## src/rtl/adc_count_sequencer_if.sv

```systemverilog
// Control, status and ADC-observation signals of adc_count_sequencer.
// The slave modport is the sequencer side; master is the controlling side.
interface adc_count_sequencer_if #(
    parameter int NUM_CHANNELS = 4,
    parameter int LEN_WIDTH    = 16,
    parameter int GAP_WIDTH    = 8
);
    logic                    start;
    logic                    abort;
    logic [LEN_WIDTH-1:0]    burst_len;
    logic [7:0]              num_bursts;
    logic [GAP_WIDTH-1:0]    gap_len;
    logic                    restart_each;
    logic [NUM_CHANNELS-1:0] adc_enable_in;
    logic [NUM_CHANNELS-1:0] adc_valid_in;
    logic                    send_count;
    logic                    reset_count;
    logic                    busy;
    logic                    done;
    logic                    aborted;
    logic [7:0]              burst_index;
    logic [LEN_WIDTH-1:0]    beat_count;
    logic [2:0]              fsm_state;

    modport master (
        output start, abort, burst_len, num_bursts, gap_len, restart_each,
               adc_enable_in, adc_valid_in,
        input  send_count, reset_count, busy, done, aborted, burst_index,
               beat_count, fsm_state
    );

    modport slave (
        input  start, abort, burst_len, num_bursts, gap_len, restart_each,
               adc_enable_in, adc_valid_in,
        output send_count, reset_count, busy, done, aborted, burst_index,
               beat_count, fsm_state
    );
endinterface

```

## src/rtl/adc_count_sequencer.sv

```systemverilog
// Drives send_count/reset_count of the ADC data-order stage through a programmed
// series of fixed-length counting bursts separated by passthrough gaps.
module adc_count_sequencer #(
    parameter int NUM_CHANNELS = 4,
    parameter int LEN_WIDTH    = 16,
    parameter int GAP_WIDTH    = 8
) (
    input  logic                 adc_clk,
    input  logic                 adc_rst,
    adc_count_sequencer_if.slave io
);
    localparam logic [2:0] S_IDLE = 3'd0;
    localparam logic [2:0] S_ARM  = 3'd1;
    localparam logic [2:0] S_RUN  = 3'd2;
    localparam logic [2:0] S_GAP  = 3'd3;
    localparam logic [2:0] S_DONE = 3'd4;

    logic [2:0]           state;
    logic [2:0]           next_state;
    logic [2:0]           resume_state;
    logic [LEN_WIDTH-1:0] cfg_len;
    logic [7:0]           cfg_num;
    logic [GAP_WIDTH-1:0] cfg_gap;
    logic                 cfg_restart;
    logic [GAP_WIDTH-1:0] gap_cnt;
    logic [LEN_WIDTH-1:0] beat_count;
    logic [7:0]           burst_index;
    logic [7:0]           burst_next;
    logic                 send_count;
    logic                 reset_count;
    logic                 busy;
    logic                 done;
    logic                 aborted;
    logic                 beat;
    logic                 accept;
    logic                 stop;
    logic                 last_beat;
    logic                 last_burst;

    // start/abort are single-cycle strobes sampled on every edge: start is taken
    // only in IDLE with nonzero burst_len and no abort; abort acts only in ARM/RUN/GAP.
    assign beat         = |(io.adc_enable_in & io.adc_valid_in);
    assign accept       = io.start && !io.abort && (io.burst_len != '0);
    assign stop         = io.abort && ((state == S_ARM) || (state == S_RUN) || (state == S_GAP));
    assign last_beat    = (state == S_RUN) && beat && (beat_count == cfg_len - LEN_WIDTH'(1));
    assign burst_next   = burst_index + 8'd1;
    assign last_burst   = (cfg_num != 8'd0) && (burst_next == cfg_num);
    assign resume_state = cfg_restart ? S_ARM : S_RUN;

    always_comb begin
        next_state = state;
        case (state)
            S_IDLE: if (accept) next_state = S_ARM;
            S_ARM:  next_state = S_RUN;
            S_RUN: begin
                if (last_beat) begin
                    if (last_burst)          next_state = S_DONE;
                    else if (cfg_gap != '0)  next_state = S_GAP;
                    else                     next_state = resume_state;
                end
            end
            S_GAP:  if (gap_cnt == GAP_WIDTH'(1)) next_state = resume_state;
            S_DONE: next_state = S_IDLE;
            default: next_state = S_IDLE;
        endcase
        if (stop) next_state = S_DONE;
    end

    always_ff @(posedge adc_clk or posedge adc_rst) begin
        if (adc_rst) begin
            state       <= S_IDLE;
            cfg_len     <= '0;
            cfg_num     <= '0;
            cfg_gap     <= '0;
            cfg_restart <= 1'b0;
            gap_cnt     <= '0;
            beat_count  <= '0;
            burst_index <= '0;
            send_count  <= 1'b0;
            reset_count <= 1'b0;
            busy        <= 1'b0;
            done        <= 1'b0;
            aborted     <= 1'b0;
        end else begin
            state       <= next_state;
            send_count  <= (next_state == S_RUN);
            reset_count <= (next_state == S_ARM);
            busy        <= (next_state == S_ARM) || (next_state == S_RUN) || (next_state == S_GAP);
            done        <= (next_state == S_DONE);
            if (stop) aborted <= 1'b1;
            if ((state == S_IDLE) && accept) begin
                cfg_len     <= io.burst_len;
                cfg_num     <= io.num_bursts;
                cfg_gap     <= io.gap_len;
                cfg_restart <= io.restart_each;
                aborted     <= 1'b0;
                burst_index <= '0;
            end
            if (last_beat) burst_index <= burst_next;
            // A new burst always starts from zero, whether it comes via ARM or directly.
            if ((next_state == S_ARM) ||
                ((next_state == S_RUN) && (last_beat || (state == S_GAP)))) begin
                beat_count <= '0;
            end else if ((state == S_RUN) && beat) begin
                beat_count <= beat_count + LEN_WIDTH'(1);
            end
            if ((state == S_RUN) && (next_state == S_GAP)) gap_cnt <= cfg_gap;
            else if (state == S_GAP)                       gap_cnt <= gap_cnt - GAP_WIDTH'(1);
        end
    end

    assign io.send_count  = send_count;
    assign io.reset_count = reset_count;
    assign io.busy        = busy;
    assign io.done        = done;
    assign io.aborted     = aborted;
    assign io.burst_index = burst_index;
    assign io.beat_count  = beat_count;
    assign io.fsm_state   = state;
endmodule

```

## src/flat_wrapper.sv

```systemverilog
// flat-port wrapper written by rule: the top's interface ports become plain ports
module adc_count_sequencer_flat 
#(
    parameter int NUM_CHANNELS = 4,
    parameter int LEN_WIDTH    = 16,
    parameter int GAP_WIDTH    = 8
)
  (adc_clk, adc_rst, io_start, io_abort, io_burst_len, io_num_bursts, io_gap_len, io_restart_each, io_adc_enable_in, io_adc_valid_in, io_send_count, io_reset_count, io_busy, io_done, io_aborted, io_burst_index, io_beat_count, io_fsm_state);
  adc_count_sequencer_if #(.NUM_CHANNELS(NUM_CHANNELS), .LEN_WIDTH(LEN_WIDTH), .GAP_WIDTH(GAP_WIDTH)) io_i ();
  input  logic adc_clk;
  input  logic adc_rst;
  input wire logic [$bits(io_i.start)-1:0] io_start;
  input wire logic [$bits(io_i.abort)-1:0] io_abort;
  input wire logic [$bits(io_i.burst_len)-1:0] io_burst_len;
  input wire logic [$bits(io_i.num_bursts)-1:0] io_num_bursts;
  input wire logic [$bits(io_i.gap_len)-1:0] io_gap_len;
  input wire logic [$bits(io_i.restart_each)-1:0] io_restart_each;
  input wire logic [$bits(io_i.adc_enable_in)-1:0] io_adc_enable_in;
  input wire logic [$bits(io_i.adc_valid_in)-1:0] io_adc_valid_in;
  output wire logic [$bits(io_i.send_count)-1:0] io_send_count;
  output wire logic [$bits(io_i.reset_count)-1:0] io_reset_count;
  output wire logic [$bits(io_i.busy)-1:0] io_busy;
  output wire logic [$bits(io_i.done)-1:0] io_done;
  output wire logic [$bits(io_i.aborted)-1:0] io_aborted;
  output wire logic [$bits(io_i.burst_index)-1:0] io_burst_index;
  output wire logic [$bits(io_i.beat_count)-1:0] io_beat_count;
  output wire logic [$bits(io_i.fsm_state)-1:0] io_fsm_state;
  assign io_i.start = io_start;
  assign io_i.abort = io_abort;
  assign io_i.burst_len = io_burst_len;
  assign io_i.num_bursts = io_num_bursts;
  assign io_i.gap_len = io_gap_len;
  assign io_i.restart_each = io_restart_each;
  assign io_i.adc_enable_in = io_adc_enable_in;
  assign io_i.adc_valid_in = io_adc_valid_in;
  assign io_send_count = io_i.send_count;
  assign io_reset_count = io_i.reset_count;
  assign io_busy = io_i.busy;
  assign io_done = io_i.done;
  assign io_aborted = io_i.aborted;
  assign io_burst_index = io_i.burst_index;
  assign io_beat_count = io_i.beat_count;
  assign io_fsm_state = io_i.fsm_state;
  adc_count_sequencer #(.NUM_CHANNELS(NUM_CHANNELS), .LEN_WIDTH(LEN_WIDTH), .GAP_WIDTH(GAP_WIDTH)) u_core (.adc_clk(adc_clk), .adc_rst(adc_rst), .io(io_i));
endmodule
```

## config.mk

```make
export PLATFORM = sky130hd
export DESIGN_NAME = adc_count_sequencer_flat
export DESIGN_NICKNAME = d
export VERILOG_FILES = /design/src/rtl/adc_count_sequencer_if.sv /design/src/rtl/adc_count_sequencer.sv /design/src/flat_wrapper.sv
export SDC_FILE = /design/constraint.sdc
export NUM_CORES = 1
export LEC_CHECK = 0
export ABC_AREA = 1
export CAP_MARGIN = 20
export CELL_PAD_IN_SITES_DETAIL_PLACEMENT = 0
export CELL_PAD_IN_SITES_GLOBAL_PLACEMENT = 1
export CORE_MARGIN = 2
export CORE_UTILIZATION = 45
export DETAILED_ROUTE_END_ITERATION = 10
export DONT_BUFFER_PORTS = 1
export PLACE_DENSITY = 0.83
export SYNTH_ARGS = -nofsm -noshare
export SYNTH_HDL_FRONTEND = slang
export SYNTH_SLANG_ARGS = --single-unit
export TNS_END_PERCENT = 30
```

## constraint.sdc

```tcl
create_clock -name adc_clk -period 2.4 [get_ports adc_clk]
set_input_delay 0.24 -clock adc_clk [delete_from_list [all_inputs] [get_ports adc_clk]]
set_output_delay 0.24 -clock adc_clk [all_outputs]
set_load 0.1 [all_outputs]
```

==> flow_metrics.tcl <==
set metrics [dict create \
    synth_seq_cells 73 \
    slowest_stage "dfrtp_1" \
    r2r-end "u_core.io.beat_count[3]$_DFFE_PP0P_" \
    synth_top_area_share_pct 39.38 \
    fin_crit_sh_pct 98.18 \
    grt_start_max_net_pins 47 \
    rsz0062_at_grt "yes" \
    synthArstFlopShare_pct 100.0 \
    fillerInstances 988 \
    clk_pin_slew_ns 0.08 \
    whs_ns 0.008621 \
    syn_inst 633 \
    routed_wl_mm 11.45 \
    core_mm2 0.01018 \
    drc_errors 0 \
    slowest_delay_ns 0.38 \
    cp.required_ns 2.63 \
    row_count 37 \
    ys_types 37 \
    fin_cells 839 \
    cp-startpoint "u_core.cfg_len[1]$_DFFE_PP0P_" \
    syn_area_mm2 0.004638 \
    synth_common_cells "213 x nand2_1, 80 x inv_1, 73 x dfrtp_1, 51 x nor2_1, 49 x nand3_1" \
    power.leakage_nw 2.747 \
    vdd_ir_drop_max_mv 0.4122 \
    p_per_area_mw_per_mm2 1168 \
    start_util_pct 45.54 \
    ys.flop_type "dfrtp_1" \
    max_freq_mhz 424.4 \
    setup_ws_ns 0.04375 \
    clockBufferDepth 2 \
    regToRegSetupSlack_ns 0.04 \
    io_pins 77 \
    rr_worst_depth 18 \
    status "finished, final reports clean" \
    areaGrowthSynthToFinish_pct 21.15 \
    via_count 4131 \
    drive_gt1_share_pct 22.76 \
    fin_crit_ns 2.356 \
    finalMaxSlewViolations 0 \
    dp_slack_ns -0.09062 \
    yosysSeqAreaShare_pct 39.38 \
    dp_hpwl_mm 8.738 \
    clkLatencyLatePin_ns 0.36 \
    dr.first_iter.drc_count 185 \
    grt_pass1_vias 4106 \
    fin_util_pct 55.17 \
    setup-violations-final 0 \
    routedWlPerCell_um 13.64 \
    cts_tree "done" \
    drt_first_pass_iters 4 \
    setup.worst_path.class "reg -> reg" \
    grt_pass1_wl_mm 19.12 \
    yosysMostFrequentCell "nand2_1" \
    placedCellCount 802 \
    min_from "io_burst_len[0]" \
    crit_top_cell "nand2_1" \
    yosys_warnings 0 \
    die_h_um 105.5 \
    antennaDiodeCount 0 \
    grtUsageTotal_pct 21.62 \
    cp_max_fo 9 \
    tightest_slew_ns 0.9014 \
    io_buffers 0 \
    worst-path-stages 18 \
    overflow 0 \
    fin_worst_skew_ns 0.01227 \
    cp-start-kind "flip-flop" \
    die-area_mm2 0.01114 \
    arrival_ns 2.59 \
    critPathTopFamily "simple AND/OR/NAND/NOR gates" \
    yosys-top-cells-area "dfrtp_1 39%, nand2_1 17%, inv_1 6.5%" \
    synth_top_area_cell "dfrtp_1" \
    hold_viol 0 \
    synth_nets 683 \
    setup.worst_path.end "u_core.io.beat_count[3]$_DFFE_PP0P_" \
    grt_antenna_before_repair 0 \
    numCtsBuffers 9 \
    reg2reg_from "u_core.cfg_len[1]$_DFFE_PP0P_" \
    cts_sinks 73 \
    slew_headroom_pct 39.95 \
    holdCritPathClass "in -> reg" \
    fin_nets 748 \
    ant_nets 0 \
    place_congestion 0.8454 \
    cts_max_level 3 \
    crit_chain "inv_2 -> ha_4 -> inv_2 -> nand2_1 -> nand2_1 -> nor2_2 -> nand2_1 -> nor2_1 -> nand3_1 -> nor2_1 -> nand3_1 -> nor2_2 -> nand3_2 -> a21oi_4 -> nand2_4 -> nand2_8 -> buf_12 -> nor2_4" \
    syn_area_per_cell_um2 7.327 \
    fp.dieW_um 105.5 \
    synth-edff-count 0 \
    vias_per_cell 4.924 \
    maxCapViolations 0 \
    endpoint_kind "flip-flop" \
    cp_num_buf_inv 3 \
    cts_root_buffer "clkbuf_8" \
]
## state kept, by name, summed over array words and instances (netlist names)
signal / count
u_core.io.beat_count: 16
u_core.cfg_gap: 8
u_core.io.done: 1
u_core.io.aborted: 1
u_core.io.reset_count: 1
u_core.io.burst_index: 8
u_core.cfg_len: 16
u_core.cfg_num: 8
u_core.cfg_restart: 1
u_core.io.send_count: 1
u_core.gap_cnt: 8
u_core.io.fsm_state: 3
u_core.io.busy: 1
## stage by stage
stage	setup TNS [ns]	power [mW]	area, um^2
2_1_floorplan	-0.4324	4.689	4692
3_3_place_gp	-0.01001	5.353	5161
3_5_place_dp	-0.6449	5.405	5161
4_1_cts	-0.6678	6.397	5493
5_1_grt	-3.664	7.095	5619
6_report	0	6.565	5619
## what timing repair did
| item | CTS | global route |
|---|---|---|
| setup buffers | 0 | 8 |
| hold buffers | 13 | 0 |
| endpoints found under the hold margin | 39 | 0 |
| gates resized for setup | 1 | 21 |
| pin swaps | 1 | 9 |
| setup endpoints to repair | 20 | 32 |
## metal layers
layer	vias to the layer above	global-route usage [%]	wire [um]
met5	-	0	0
met4	0	6.955	167
met3	16	4.700	418
met2	78	37.51	5765
met1	1938	26.75	5096
li1	2099	-	-
## report_power, final
part | switching (mW) | leakage [nW] | internal, mW | total (mW)
Clock | 0.487 | 0.0919 | 0.463 | 0.950
Sequential | 0.589 | 0.904 | 1.67 | 2.26
Combinational | 2.20 | 1.75 | 1.16 | 3.36
## cells in the final DEF (no fill, tap or decap), drive strengths merged, types with 2 or more instances in the layout
cell           n
o21ai         32
nor2          78
nand3         54
o31ai          2
dfrtp         73
xnor2          9
dlygate4sd3   13
inv           84
nand4          9
o22ai          5
nor3           8
xor2          22
ha             5
clkinv         2
a21oi          5
clkbuf        13
nand2        224
clkinvlp       2
nand3b         2
buf           51
nor4           4
## cell families (layout without fill, tap and decap cells)
family	Yosys count	count (layout)	share of synthesized area [%]
AOI/OAI and AO/OA	46	46	5.773
xor gates and xnor gates	31	31	6.016
adders and majority gates	5	5	1.349
buffers and inverters	95	165	8.201
DFF	73	73	39.38
and+or+nand+nor	383	383	39.28
## final cells by class
cell class                      instances  area [um^2]  area share (%)
Clock buffer                           13        168.9           3.006
Clock inverter                          3        23.77          0.4231
Inverter                               85        319.1           5.678
Multi-Input combinational cell        465         2531           45.05
Sequential cell                        73         1852           32.95
Tap cell                              136        170.2           3.028
Timing Repair Buffer                   64        554.3           9.864
## how the worst min path moves through the flow
stage,depth (start not counted),to
3_3_place_gp,1,u_core.cfg_num[5]$_DFFE_PP0P_
4_1_cts,2,u_core.cfg_len[0]$_DFFE_PP0P_
3_5_place_dp,1,u_core.cfg_num[5]$_DFFE_PP0P_
2_1_floorplan,2,u_core.cfg_len[10]$_DFFE_PP0P_
5_1_grt,2,u_core.cfg_len[0]$_DFFE_PP0P_
6_report,2,u_core.cfg_len[0]$_DFFE_PP0P_
Power figures use the tool's default switching activity.
